<file path="src/rtl/multi_channel_combiner.sv">
// Purpose: register-mapped combiner; pops one word from each of NCH input FIFOs and pushes OR/AND/XOR/ADD of them into an output FIFO.
// Latency: with delay=0 a result is readable two cycles after the last channel write; results are spaced at least delay+1 cycles apart.
// Backpressure: fires only when all channels hold data and y has space; writes to a full channel are dropped and flagged as overflow.
//
// Ports:
//   CLK, RST                              rising-edge clock, synchronous active-high reset
//   write_address/write_data/write_en     register write port (3 mode, 4 delay, 5 status W1C, 8+i channel i)
//   read_address/read_en/read_data        register read port (combinational mux; read_en at address 2 pops y)
//   write_rdy, read_rdy                   always 1
module multi_channel_combiner #(
  parameter int WIDTH     = 8,
  parameter int NCH       = 2,
  parameter int IN_DEPTH  = 2,
  parameter int OUT_DEPTH = 2,
  parameter int CNT_W     = 8,
  parameter int DELAY_RST = 50
) (
  input  logic             CLK,
  input  logic             RST,
  input  logic [3:0]       write_address,
  input  logic [WIDTH-1:0] write_data,
  input  logic             write_en,
  output logic             write_rdy,
  input  logic [3:0]       read_address,
  input  logic             read_en,
  output logic [WIDTH-1:0] read_data,
  output logic             read_rdy
);

  localparam int IAW = $clog2(IN_DEPTH);
  localparam int OAW = $clog2(OUT_DEPTH);

  // Per-channel input FIFOs: storage, pointers and occupancy.
  logic [WIDTH-1:0] ch_mem [NCH][IN_DEPTH];
  logic [IAW-1:0]   ch_wp  [NCH];
  logic [IAW-1:0]   ch_rp  [NCH];
  logic [IAW:0]     ch_cnt [NCH];

  // Output FIFO.
  logic [WIDTH-1:0] y_mem [OUT_DEPTH];
  logic [OAW-1:0]   y_wp, y_rp;
  logic [OAW:0]     y_cnt;

  logic [1:0]       mode;
  logic [CNT_W-1:0] delay, cnt;
  logic             ovf, udf;

  logic [NCH-1:0]   full_n, empty_n, ch_enq;
  logic             y_empty_n, y_full, y_pop, fire, ovf_evt, udf_evt, st_clr;
  logic [WIDTH-1:0] y_head, comb_res;

  assign write_rdy = 1'b1;
  assign read_rdy  = 1'b1;

  always_comb begin
    full_n  = '0;
    empty_n = '0;
    for (int i = 0; i < NCH; i++) begin
      full_n[i]  = (ch_cnt[i] != (IAW+1)'(IN_DEPTH));
      empty_n[i] = (ch_cnt[i] != '0);
    end
  end

  // Channel enqueue decode; acceptance uses start-of-cycle fullness, so a
  // full FIFO drops the write even if fire drains it in the same cycle.
  always_comb begin
    ch_enq  = '0;
    ovf_evt = 1'b0;
    for (int i = 0; i < NCH; i++) begin
      if (write_en && (write_address == 4'(8 + i))) begin
        if (full_n[i]) ch_enq[i] = 1'b1;
        else           ovf_evt   = 1'b1;
      end
    end
  end

  assign st_clr    = write_en && (write_address == 4'd5);
  assign y_empty_n = (y_cnt != '0);
  assign y_full    = (y_cnt == (OAW+1)'(OUT_DEPTH));
  assign y_head    = y_mem[y_rp];
  assign y_pop     = read_en && (read_address == 4'd2) && y_empty_n;
  assign udf_evt   = read_en && (read_address == 4'd2) && !y_empty_n;
  assign fire      = (cnt >= delay) && (&empty_n) && !y_full;

  // Combine the channel heads with the registered mode, so a mode write in
  // the firing cycle only affects later fires.
  always_comb begin
    comb_res = ch_mem[0][ch_rp[0]];
    for (int i = 1; i < NCH; i++) begin
      case (mode)
        2'd0:    comb_res = comb_res | ch_mem[i][ch_rp[i]];
        2'd1:    comb_res = comb_res & ch_mem[i][ch_rp[i]];
        2'd2:    comb_res = comb_res ^ ch_mem[i][ch_rp[i]];
        default: comb_res = comb_res + ch_mem[i][ch_rp[i]];
      endcase
    end
  end

  always_ff @(posedge CLK) begin
    if (RST) begin
      for (int i = 0; i < NCH; i++) begin
        ch_wp[i]  <= '0;
        ch_rp[i]  <= '0;
        ch_cnt[i] <= '0;
      end
      y_wp  <= '0;
      y_rp  <= '0;
      y_cnt <= '0;
      mode  <= 2'd0;
      delay <= CNT_W'(DELAY_RST);
      cnt   <= '0;
      ovf   <= 1'b0;
      udf   <= 1'b0;
    end else begin
      for (int i = 0; i < NCH; i++) begin
        if (ch_enq[i]) ch_wp[i] <= ch_wp[i] + IAW'(1);
        if (fire)      ch_rp[i] <= ch_rp[i] + IAW'(1);
        ch_cnt[i] <= ch_cnt[i] + (IAW+1)'(ch_enq[i]) - (IAW+1)'(fire);
      end
      if (fire)  y_wp <= y_wp + OAW'(1);
      if (y_pop) y_rp <= y_rp + OAW'(1);
      y_cnt <= y_cnt + (OAW+1)'(fire) - (OAW+1)'(y_pop);

      if (write_en && (write_address == 4'd3)) mode  <= write_data[1:0];
      if (write_en && (write_address == 4'd4)) delay <= CNT_W'(write_data);

      // Saturating interval counter; a fire restarts the interval.
      if (fire)              cnt <= '0;
      else if (cnt < delay)  cnt <= cnt + CNT_W'(1);

      // New events take priority over a same-cycle clear.
      ovf <= ovf_evt | (ovf & ~(st_clr & write_data[0]));
      udf <= udf_evt | (udf & ~(st_clr & write_data[1]));
    end
  end

  // Storage needs no reset: occupancy counters gate every read of it.
  always_ff @(posedge CLK) begin
    if (!RST) begin
      for (int i = 0; i < NCH; i++) begin
        if (ch_enq[i]) ch_mem[i][ch_wp[i]] <= write_data;
      end
      if (fire) y_mem[y_wp] <= comb_res;
    end
  end

  always_comb begin
    read_data = '0;
    case (read_address)
      4'd0:    read_data = WIDTH'(full_n);
      4'd1:    read_data = WIDTH'(y_empty_n);
      4'd2:    read_data = y_empty_n ? y_head : '0;
      4'd3:    read_data = WIDTH'(mode);
      4'd4:    read_data = WIDTH'(delay);
      4'd5:    read_data = WIDTH'({udf, ovf});
      4'd6:    read_data = WIDTH'(empty_n);
      default: read_data = '0;
    endcase
  end

endmodule

</file>
<file path="config.mk">
export PLATFORM = sky130hd
export DESIGN_NAME = multi_channel_combiner
export DESIGN_NICKNAME = d
export VERILOG_FILES = /design/src/rtl/multi_channel_combiner.sv
export SDC_FILE = /design/constraint.sdc
export NUM_CORES = 1
export LEC_CHECK = 0
export BUFFER_PORTS_ARGS = -buffer_cell sky130_fd_sc_hd__buf_4
export CORE_ASPECT_RATIO = 1.1
export CORE_MARGIN = 5
export CORE_UTILIZATION = 45
export CTS_BUF_LIST = sky130_fd_sc_hd__clkbuf_4 sky130_fd_sc_hd__clkbuf_8 sky130_fd_sc_hd__clkbuf_16
export CTS_CLUSTER_DIAMETER = 60
export DETAILED_ROUTE_END_ITERATION = 8
export GPL_TIMING_DRIVEN = 0
export MAX_ROUTING_LAYER = met4
export PLACE_DENSITY = 0.65
export SLEW_MARGIN = 20
export SYNTH_ARGS = -nofsm -noshare
export SYNTH_HDL_FRONTEND = slang
export SYNTH_SLANG_ARGS = --single-unit
</file>
<file path="constraint.sdc">
create_clock -name CLK -period 3.5 [get_ports CLK]
set_clock_uncertainty 0.2 [all_clocks]
set_input_delay 0.525 -clock CLK [delete_from_list [all_inputs] [get_ports CLK]]
set_output_delay 0.525 -clock CLK [all_outputs]
set_load 0.005 [all_outputs]
</file>
# == Word level (Yosys, flattened, before mapping) ==
# Memories as Yosys holds them, arrays and structs flattened. A register that Yosys moved wholly into a read port is not among the register bits.
# Index checks and enable logic that the tools add are counted.
# classes
reduce_logical,22
n_mux,46
n_lt_le_gt_ge,8
n_eq_ne,16
addsub,14
bitwise,21
# ops
operator,n
$mux 8,9
$mux 16,4
$pmux 8 s7,1
$mux 1,27
$pmux 8 s3,1
$eq 4x3->1 const B,5
$demux 8 s1,2
$reduce_or 16->1,1
$eq 4x2->1 const B,3
$logic_and 1x1->1,12
$add 8x1->8 const B,1
$add 8x8->8,1
$and 8x8->8,1
$eq 4x4->1 const B,2
$ge 2x2->1 const B,4
$ge 8x8->1,1
$lt 8x8->1,1
$not 1->2,4
$or 1x1->1,8
$or 8x8->8,1
$xor 8x8->8,1
$add 1x1->1 const B,6
$add 2x1->2,3
$reduce_bool 2->1,3
14 further kinds,25
# word_totals
ramBits,56
in_bits,20
word_cells,140
reg_bits,24
memories,5
out_inout_bits,10
# memory_table
name,depth,word_bits,read_ports,rd_clocked_by_memory_dff,wr,line_no,source
ch_mem,2,16,2,0,1,34,logic [WIDTH-1:0] ch_mem [NCH][IN_DEPTH];
y_mem,2,8,1,1,1,40,logic [WIDTH-1:0] y_mem [OUT_DEPTH];
ch_cnt,2,2,2,0,2,37,logic [IAW:0] ch_cnt [NCH];
ch_rp,2,1,2,0,2,36,logic [IAW-1:0] ch_rp [NCH];
ch_wp,2,1,2,0,2,35,logic [IAW-1:0] ch_wp [NCH];

# == Depth between registers and ports, before layout ==
# Gate-level depths: netlist (run 1).
# An unclocked memory read counts as a cell.
# logic_depth
word_depth,9
ltp_mapped,13
depth_no_buf,13

# == Least setup slack after synthesis (run 1) ==
# No wires, ideal clock.
# synth_timing
path_kind,reg2reg
startpoint,mem ch_rp[0][0] in the netlist's numbering
endpoint,"mem y_mem[0][3], data pin"
n_path_buf,1
stages_incl_launch_ff,9
slack_ns,0.661
synth_period_minus_slack_ns,2.839
setup_ns,0.259
required_ns,3.041
arrival_ns,2.381
path_cell_list,edfxtp_1 clkbuf_1 mux2i_1 ha_1 a21o_1 a21oi_1 nor2_1 mux4_2 a31o_1
# synth_lines
item,line_no
start: declaration,36
end: declaration,40

==> out/qor.yml, run 1 <==
fp.dieArea_um2: 11900
cp.arrival_ns: 3.18
min_path_type: "in -> reg"
ant_nets: 0
antenna_found_initial: 0
leakage_nw: 1.97
status: "completed"
start_util_pct: 45.3
grt_max_degree: 15
netlist_area_um2: 4410
core_area_um2: 9750
ios: 30
syn_inst: 414
ys_types: 61
vdd_drop_max_mv: 0.161
worstSkewPairLatency_ns: 0.36
period_share_pct: 93.5
rsz0062_at_grt: "false"
globalRouteOverflowTotal: 0
post_drt_via_cell_ratio: 5.47
p_per_area_nw_per_um2: 376
track_usage_pct: 17.2
fin_util_pct: 51.3
synth-seq-area-share_pct: 48.5
drt_iter0_markers: 153
cts_tree: "yes"
finalSetupViolations: 0
synthToLayoutAreaGrowth_pct: 13.3
rows: 38
finalMaxSlewViolations: 0
grt_pass1_vias: 3252
max_freq_mhz: 306
routedWlPerCell_um: 16.3
hold_buffers: 0
detail_route.first_pass.iterations: 4
cts_setup_buffers: 0
report.power.total_w: 0.00188
gp_congestion: 0.855
setup_tns_ns: 0
crit_type: "reg -> reg"
most-common-layout-cells: "edfxtp_1 (52), inv_1 (39), nor2_1 (34), mux2i_1 (34), ha_1 (30)"
required_ns: 3.41
htreeDepth: 3
synth-seq-cells: 81
drc: 0
min_period_ns: 3.27
dieWidth_um: 104
cap_violations: 0
final_common_cell: "edfxtp_1"
clock_sinks: 81
cts_buffer_depth: 2
grt_pass1_wl_um: 16000
syn_area_per_cell_um2: 10.7
start_kind: "flip-flop"
root_buffer: "clkbuf_8"
synth_warnings: 0
wirelength_um: 9420
fin_nets: 504
end_kind: "flip-flop"
tightest_slew_ns: 0.869
cts_resized: 0
synth_edf_count: 52
slew_headroom_pct: 41.5
drive_above_1_share_pct: 15.3
hpwlAfterDp_um: 7210
cts_buffers: 9
clk_pin_slew_ns: 0.09
diodes: 0
crit_fanout: 9
vias: 3160
dp.cells: 562
portBuffers: 25
hold_viol: 0
die_h_um: 114
ys_async_sr_fraction_pct: 0
fin_cells: 578
synth-main-ff-cell: "edfxtp_1"
-- where the power goes --
part	switching, W	internal, W	total (W)
Clock	0.000352	0.000366	0.000718
Sequential	0.00000793	0.00102	0.00103
Combinational	0.0000762	0.0000565	0.000133
-- synthesized netlist by cell type, types with 3 or more instances --
| library cell | instances | area, um2 |
|---|---|---|
| xnor2_1 | 4 | 35.0 |
| nor2_1 | 34 | 128 |
| o21ai_1 | 5 | 25.0 |
| or3_1 | 6 | 37.5 |
| nor3b_1 | 4 | 30.0 |
| nand2_1 | 19 | 71.3 |
| edfxtp_1 | 52 | 1560 |
| nand4_1 | 4 | 25.0 |
| buf_1 | 3 | 11.3 |
| a21oi_1 | 15 | 75.1 |
| o21a_1 | 3 | 22.5 |
| o211ai_1 | 7 | 52.6 |
| nand3_1 | 7 | 35.0 |
| buf_2 | 4 | 20.0 |
| nand2b_1 | 7 | 43.8 |
| clkbuf_1 | 9 | 33.8 |
| or4_1 | 4 | 30.0 |
| o31ai_1 | 5 | 37.5 |
| inv_1 | 39 | 146 |
| o32ai_1 | 3 | 26.3 |
| ha_1 | 30 | 375 |
| o21ai_0 | 16 | 80.1 |
| a21oi_2 | 9 | 78.8 |
| mux2i_1 | 34 | 340 |
| nor3_1 | 8 | 40.0 |
| nor2b_1 | 10 | 62.6 |
| dfxtp_1 | 29 | 581 |
-- critical path, cell delays in order (launching register included) --
cell and delay [ns]:
edfxtp_1 0.33, clkbuf_1 0.57, mux2i_1 0.47, ha_1 0.31
a21o_1 0.22, a21oi_1 0.21, nor2_1 0.06, mux4_2 0.45
a31o_1 0.21
-- metal layers --
layer | vias to the layer above | GRT usage [%] | wire [um]
li1 | 1573 | - | -
met1 | 1512 | 21.9 | 4430
met2 | 54 | 27.4 | 4480
met3 | 21 | 2.83 | 287
met4 | 0 | 7.17 | 224
met5 | - | - | 0
-- layout make-up --
cell class / count / area (um2)
Buffer: 19 / 91.3
Clock buffer: 12 / 188
Clock inverter: 4 / 26.3
Fill cell: 877 / 4740
Inverter: 40 / 150
Multi-Input combinational cell: 275 / 2060
Sequential cell: 81 / 2140
Tap cell: 120 / 150
Timing Repair Buffer: 27 / 198
-- path summary, 6_finish.rpt --
| path | startpoint | to | slack, ns | depth (start not counted) |
|---|---|---|---|---|
| min reg2reg | cnt[7]$_SDFFE_PP0N_ | cnt[7]$_SDFFE_PP0N_ | 0.30 | 2 |
| max reg2reg | ch_rp[0][0]$_SDFFCE_PP0P_ | y_mem[0][3]$_DFFE_PP_ | 0.23 | 8 |
| min | write_data[7] | ch_mem[0][15]$_DFFE_PP_ | 0.19 | 1 |
| max | ch_rp[0][0]$_SDFFCE_PP0P_ | y_mem[0][3]$_DFFE_PP_ | 0.23 | 8 |
-- cell families (layout without fill, tap and decap cells) --
| logic type | after synthesis | after routing | share of synthesized area [%] |
|---|---|---|---|
| compound gates | 82 | 82 | 12.7 |
| xor+xnor | 6 | 6 | 1.19 |
| fa+ha+maj | 31 | 31 | 8.96 |
| buf+inv | 59 | 102 | 5.47 |
| flops | 81 | 81 | 48.5 |
| mux | 38 | 38 | 9.24 |
| other cells | 1 | 2 | 0.0850 |
| simple gates | 116 | 116 | 13.9 |
-- sequential cells by signal, summed over array words and instances, names as in the netlist, named ones only --
signal and count:
ch_wp 2, udf 1, y_mem 16, ch_cnt 4, mode 2, ch_mem 32, y_rp 1, cnt 8
ovf 1, delay 8, y_wp 1, y_cnt 2, ch_rp 2
-- stage by stage --
step,instance area [um2],hold WS (ns),setup WS [ns]
3_3_place_gp,4760,0.282,0.128
2_1_floorplan,4420,0.254,0.661
3_5_place_dp,4780,0.288,0.225
4_1_cts,5000,0.177,0.202
5_1_grt,5000,0.180,0.0228
6_report,5000,0.185,0.227
Power figures use the tool's default switching activity.
==> run 2: changes to the inputs <==
CORE_ASPECT_RATIO = unset   (was 1.1)
==> run 2 against run 1 <==
Sequential share of layout area about the same. Clock-buffer cell count down 1. Register-to-register slack worse by 0.03 ns. Sequential cell count unchanged. Non-clock buffer count down 1. Fmax down 1.0%. Routed wire length up 3.3%. Critical path depth up 3. Critical endpoint is now y_mem[0][6]$_DFFE_PP_.
==> out/qor.yml, run 2 (synthesis gave the netlist of run 1 again) <==
routedWlPerCell_um: 16.5  # was 16.3 um
clock_sinks: 81  # unchanged
track_usage_pct: 17.7  # was 17.2%
die_h_um: 109  # was 114 um
drive_above_1_share_pct: 15.3  # about the same
fin_util_pct: 51.6  # was 51.3%
portBuffers: 25  # unchanged
layout_setup_ws_ns: 0.193  # was 0.227 ns
drc: 0  # unchanged
root_buffer: "clkbuf_8"  # unchanged
min_period_ns: 3.31  # was 3.27 ns
antenna_found_initial: 0  # unchanged
drt_iter0_markers: 174  # was 153
most-common-layout-cells: "edfxtp_1 (52), inv_1 (39), nor2_1 (34), mux2i_1 (34), ha_1 (30)"  # unchanged
crit_fanout: 9  # unchanged
largest_register_ffs: 32  # unchanged
hpwlAfterDp_um: 7240  # was 7210 um
core_area_um2: 9680  # was 9750 um2
min_from: "write_data[4]"  # was write_data[7]
period_share_pct: 94.5  # was 93.5%
cts_setup_buffers: 0  # unchanged
fin_cells: 590  # was 578
r2r-end: "y_mem[0][6]$_DFFE_PP_"  # was y_mem[0][3]$_DFFE_PP_
p_per_area_nw_per_um2: 372  # was 376 nW/um2
post_drt_via_cell_ratio: 5.50  # was 5.47
end_kind: "flip-flop"  # unchanged
rows: 36  # was 38
diodes: 0  # unchanged
ant_nets: 0  # unchanged
max_freq_mhz: 302  # was 306 MHz
min_to: "ch_mem[0][28]$_DFFE_PP_"  # was ch_mem[0][15]$_DFFE_PP_
detail_route.first_pass.iterations: 5  # was 4
start_kind: "flip-flop"  # unchanged
crit_type: "reg -> reg"  # unchanged
vdd_drop_max_mv: 0.163  # was 0.161 mV
tightest_slew_ns: 0.919  # was 0.869 ns
grt_max_degree: 14  # was 15
grt_pass1_vias: 3122  # was 3,252
worst_r2r_path_depth: 11  # was 8
vias: 3244  # was 3,160
r2r_slack_ns: 0.19  # was 0.23 ns
globalRouteOverflowTotal: 0  # unchanged
hold_buffers: 0  # unchanged
finalSetupViolations: 0  # unchanged
cts_resized: 0  # unchanged
rsz0062_at_grt: "false"  # unchanged
cts_tree: "yes"  # unchanged
ios: 30  # unchanged
hold_viol: 0  # unchanged
grt_pass1_wl_um: 15400  # was 16,000 um
dieWidth_um: 109  # was 104 um
synthToLayoutAreaGrowth_pct: 13.3  # about the same
cts_buffers: 9  # unchanged
pre_cts_slack_ns: 0.120  # was 0.225 ns
fp.dieArea_um2: 11900  # about the same
leakage_nw: 1.96  # was 1.97 nW
min_path_type: "in -> reg"  # unchanged
finalMaxSlewViolations: 0  # unchanged
worstSkewPairLatency_ns: 0.35  # was 0.36 ns
gp_congestion: 0.787  # was 0.855
cp.arrival_ns: 3.20  # was 3.18 ns
dp.cells: 575  # was 562
final_common_cell: "edfxtp_1"  # unchanged
start_util_pct: 45.6  # was 45.3%
cts_buffer_depth: 2  # unchanged
timing.rr.start: "ch_rp[0][1]$_SDFFCE_PP0P_"  # was ch_rp[0][0]$_SDFFCE_PP0P_
cap_violations: 0  # unchanged
fin_nets: 503  # was 504
clk_pin_slew_ns: 0.09  # about the same
slew_headroom_pct: 38.5  # was 41.5%
status: "completed"  # unchanged
holdPathStages: 1  # unchanged
htreeDepth: 3  # unchanged
wirelength_um: 9730  # was 9420 um
required_ns: 3.39  # was 3.41 ns
run 2: changes by cell type in the layout (fill, tap and decap cells not counted), sizes merged:
cell,before,now
clkbuf,21,19
clkinvlp,0,2
clkinv,1,2
inv,43,40
bufinv,0,1
run 2: final cells by class:
type,count,area [um2]
buffer,18,87.6
clock buffer,11,145
clock inverter,5,55.1
fill,856,4680
inverter,40,150
multi-input combinational,275,2060
sequential,81,2140
tap,133,166
timing repair buffer,27,198
run 2: routing by layer:
metal / vias to the layer above / track usage [%] / share of wire, %
met5: - / - / 0
met4: 0 / 6.13 / 1.6
met3: 15 / 2.61 / 6.1
met2: 103 / 28.3 / 48
met1: 1552 / 23.0 / 44
li1: 1574 / - / -
run 2: worst max path at each step:
| stage | startpoint | endpoint | slack [ns] | cells past startpoint |
|---|---|---|---|---|
| 3_5_place_dp | ch_rp[0][0]$_SDFFCE_PP0P_ | y_mem[0][3]$_DFFE_PP_ | 0.12 | 8 |
| 2_1_floorplan | ch_rp[0][0]$_SDFFCE_PP0P_ | y_mem[0][3]$_DFFE_PP_ | 0.66 | 8 |
| 5_1_grt | ch_rp[0][1]$_SDFFCE_PP0P_ | y_mem[1][3]$_DFFE_PP_ | 0.02 | 8 |
| 6_report | ch_rp[0][1]$_SDFFCE_PP0P_ | y_mem[0][6]$_DFFE_PP_ | 0.19 | 11 |
| 3_3_place_gp | RST | ch_mem[0][20]$_DFFE_PP_ | -0.07 | 4 |
| 4_1_cts | ch_rp[0][0]$_SDFFCE_PP0P_ | y_mem[1][3]$_DFFE_PP_ | 0.10 | 8 |
run 2: through the flow:
| stage | cell area (um2) | hold slack, ns | power, W | setup TNS, ns |
|---|---|---|---|---|
| 2_1_floorplan | 4420 | 0.254 | 0.00113 | 0 |
| 3_3_place_gp | 4770 | 0.283 | 0.00118 | -0.546 |
| 3_5_place_dp | 4800 | 0.294 | 0.00119 | 0 |
| 4_1_cts | 5000 | 0.188 | 0.00187 | 0 |
| 5_1_grt | 5000 | 0.186 | 0.00192 | 0 |
| 6_report | 5000 | 0.188 | 0.00186 | 0 |
run 2: where the power goes:
group          internal [W]  switching (W)
clock              0.000355       0.000341
sequential          0.00102     0.00000893
combinational     0.0000562      0.0000770
run 2: critical path: stages, from the launching register on:
cell and delay [ns]:
edfxtp_1 0.32, clkbuf_1 0.58, mux2i_1 0.22, inv_1 0.10
ha_1 0.18, inv_1 0.07, fa_1 0.44, nand2b_1 0.19
a21oi_1 0.25, o2111ai_1 0.15, a31oi_1 0.25, a21oi_1 0.10
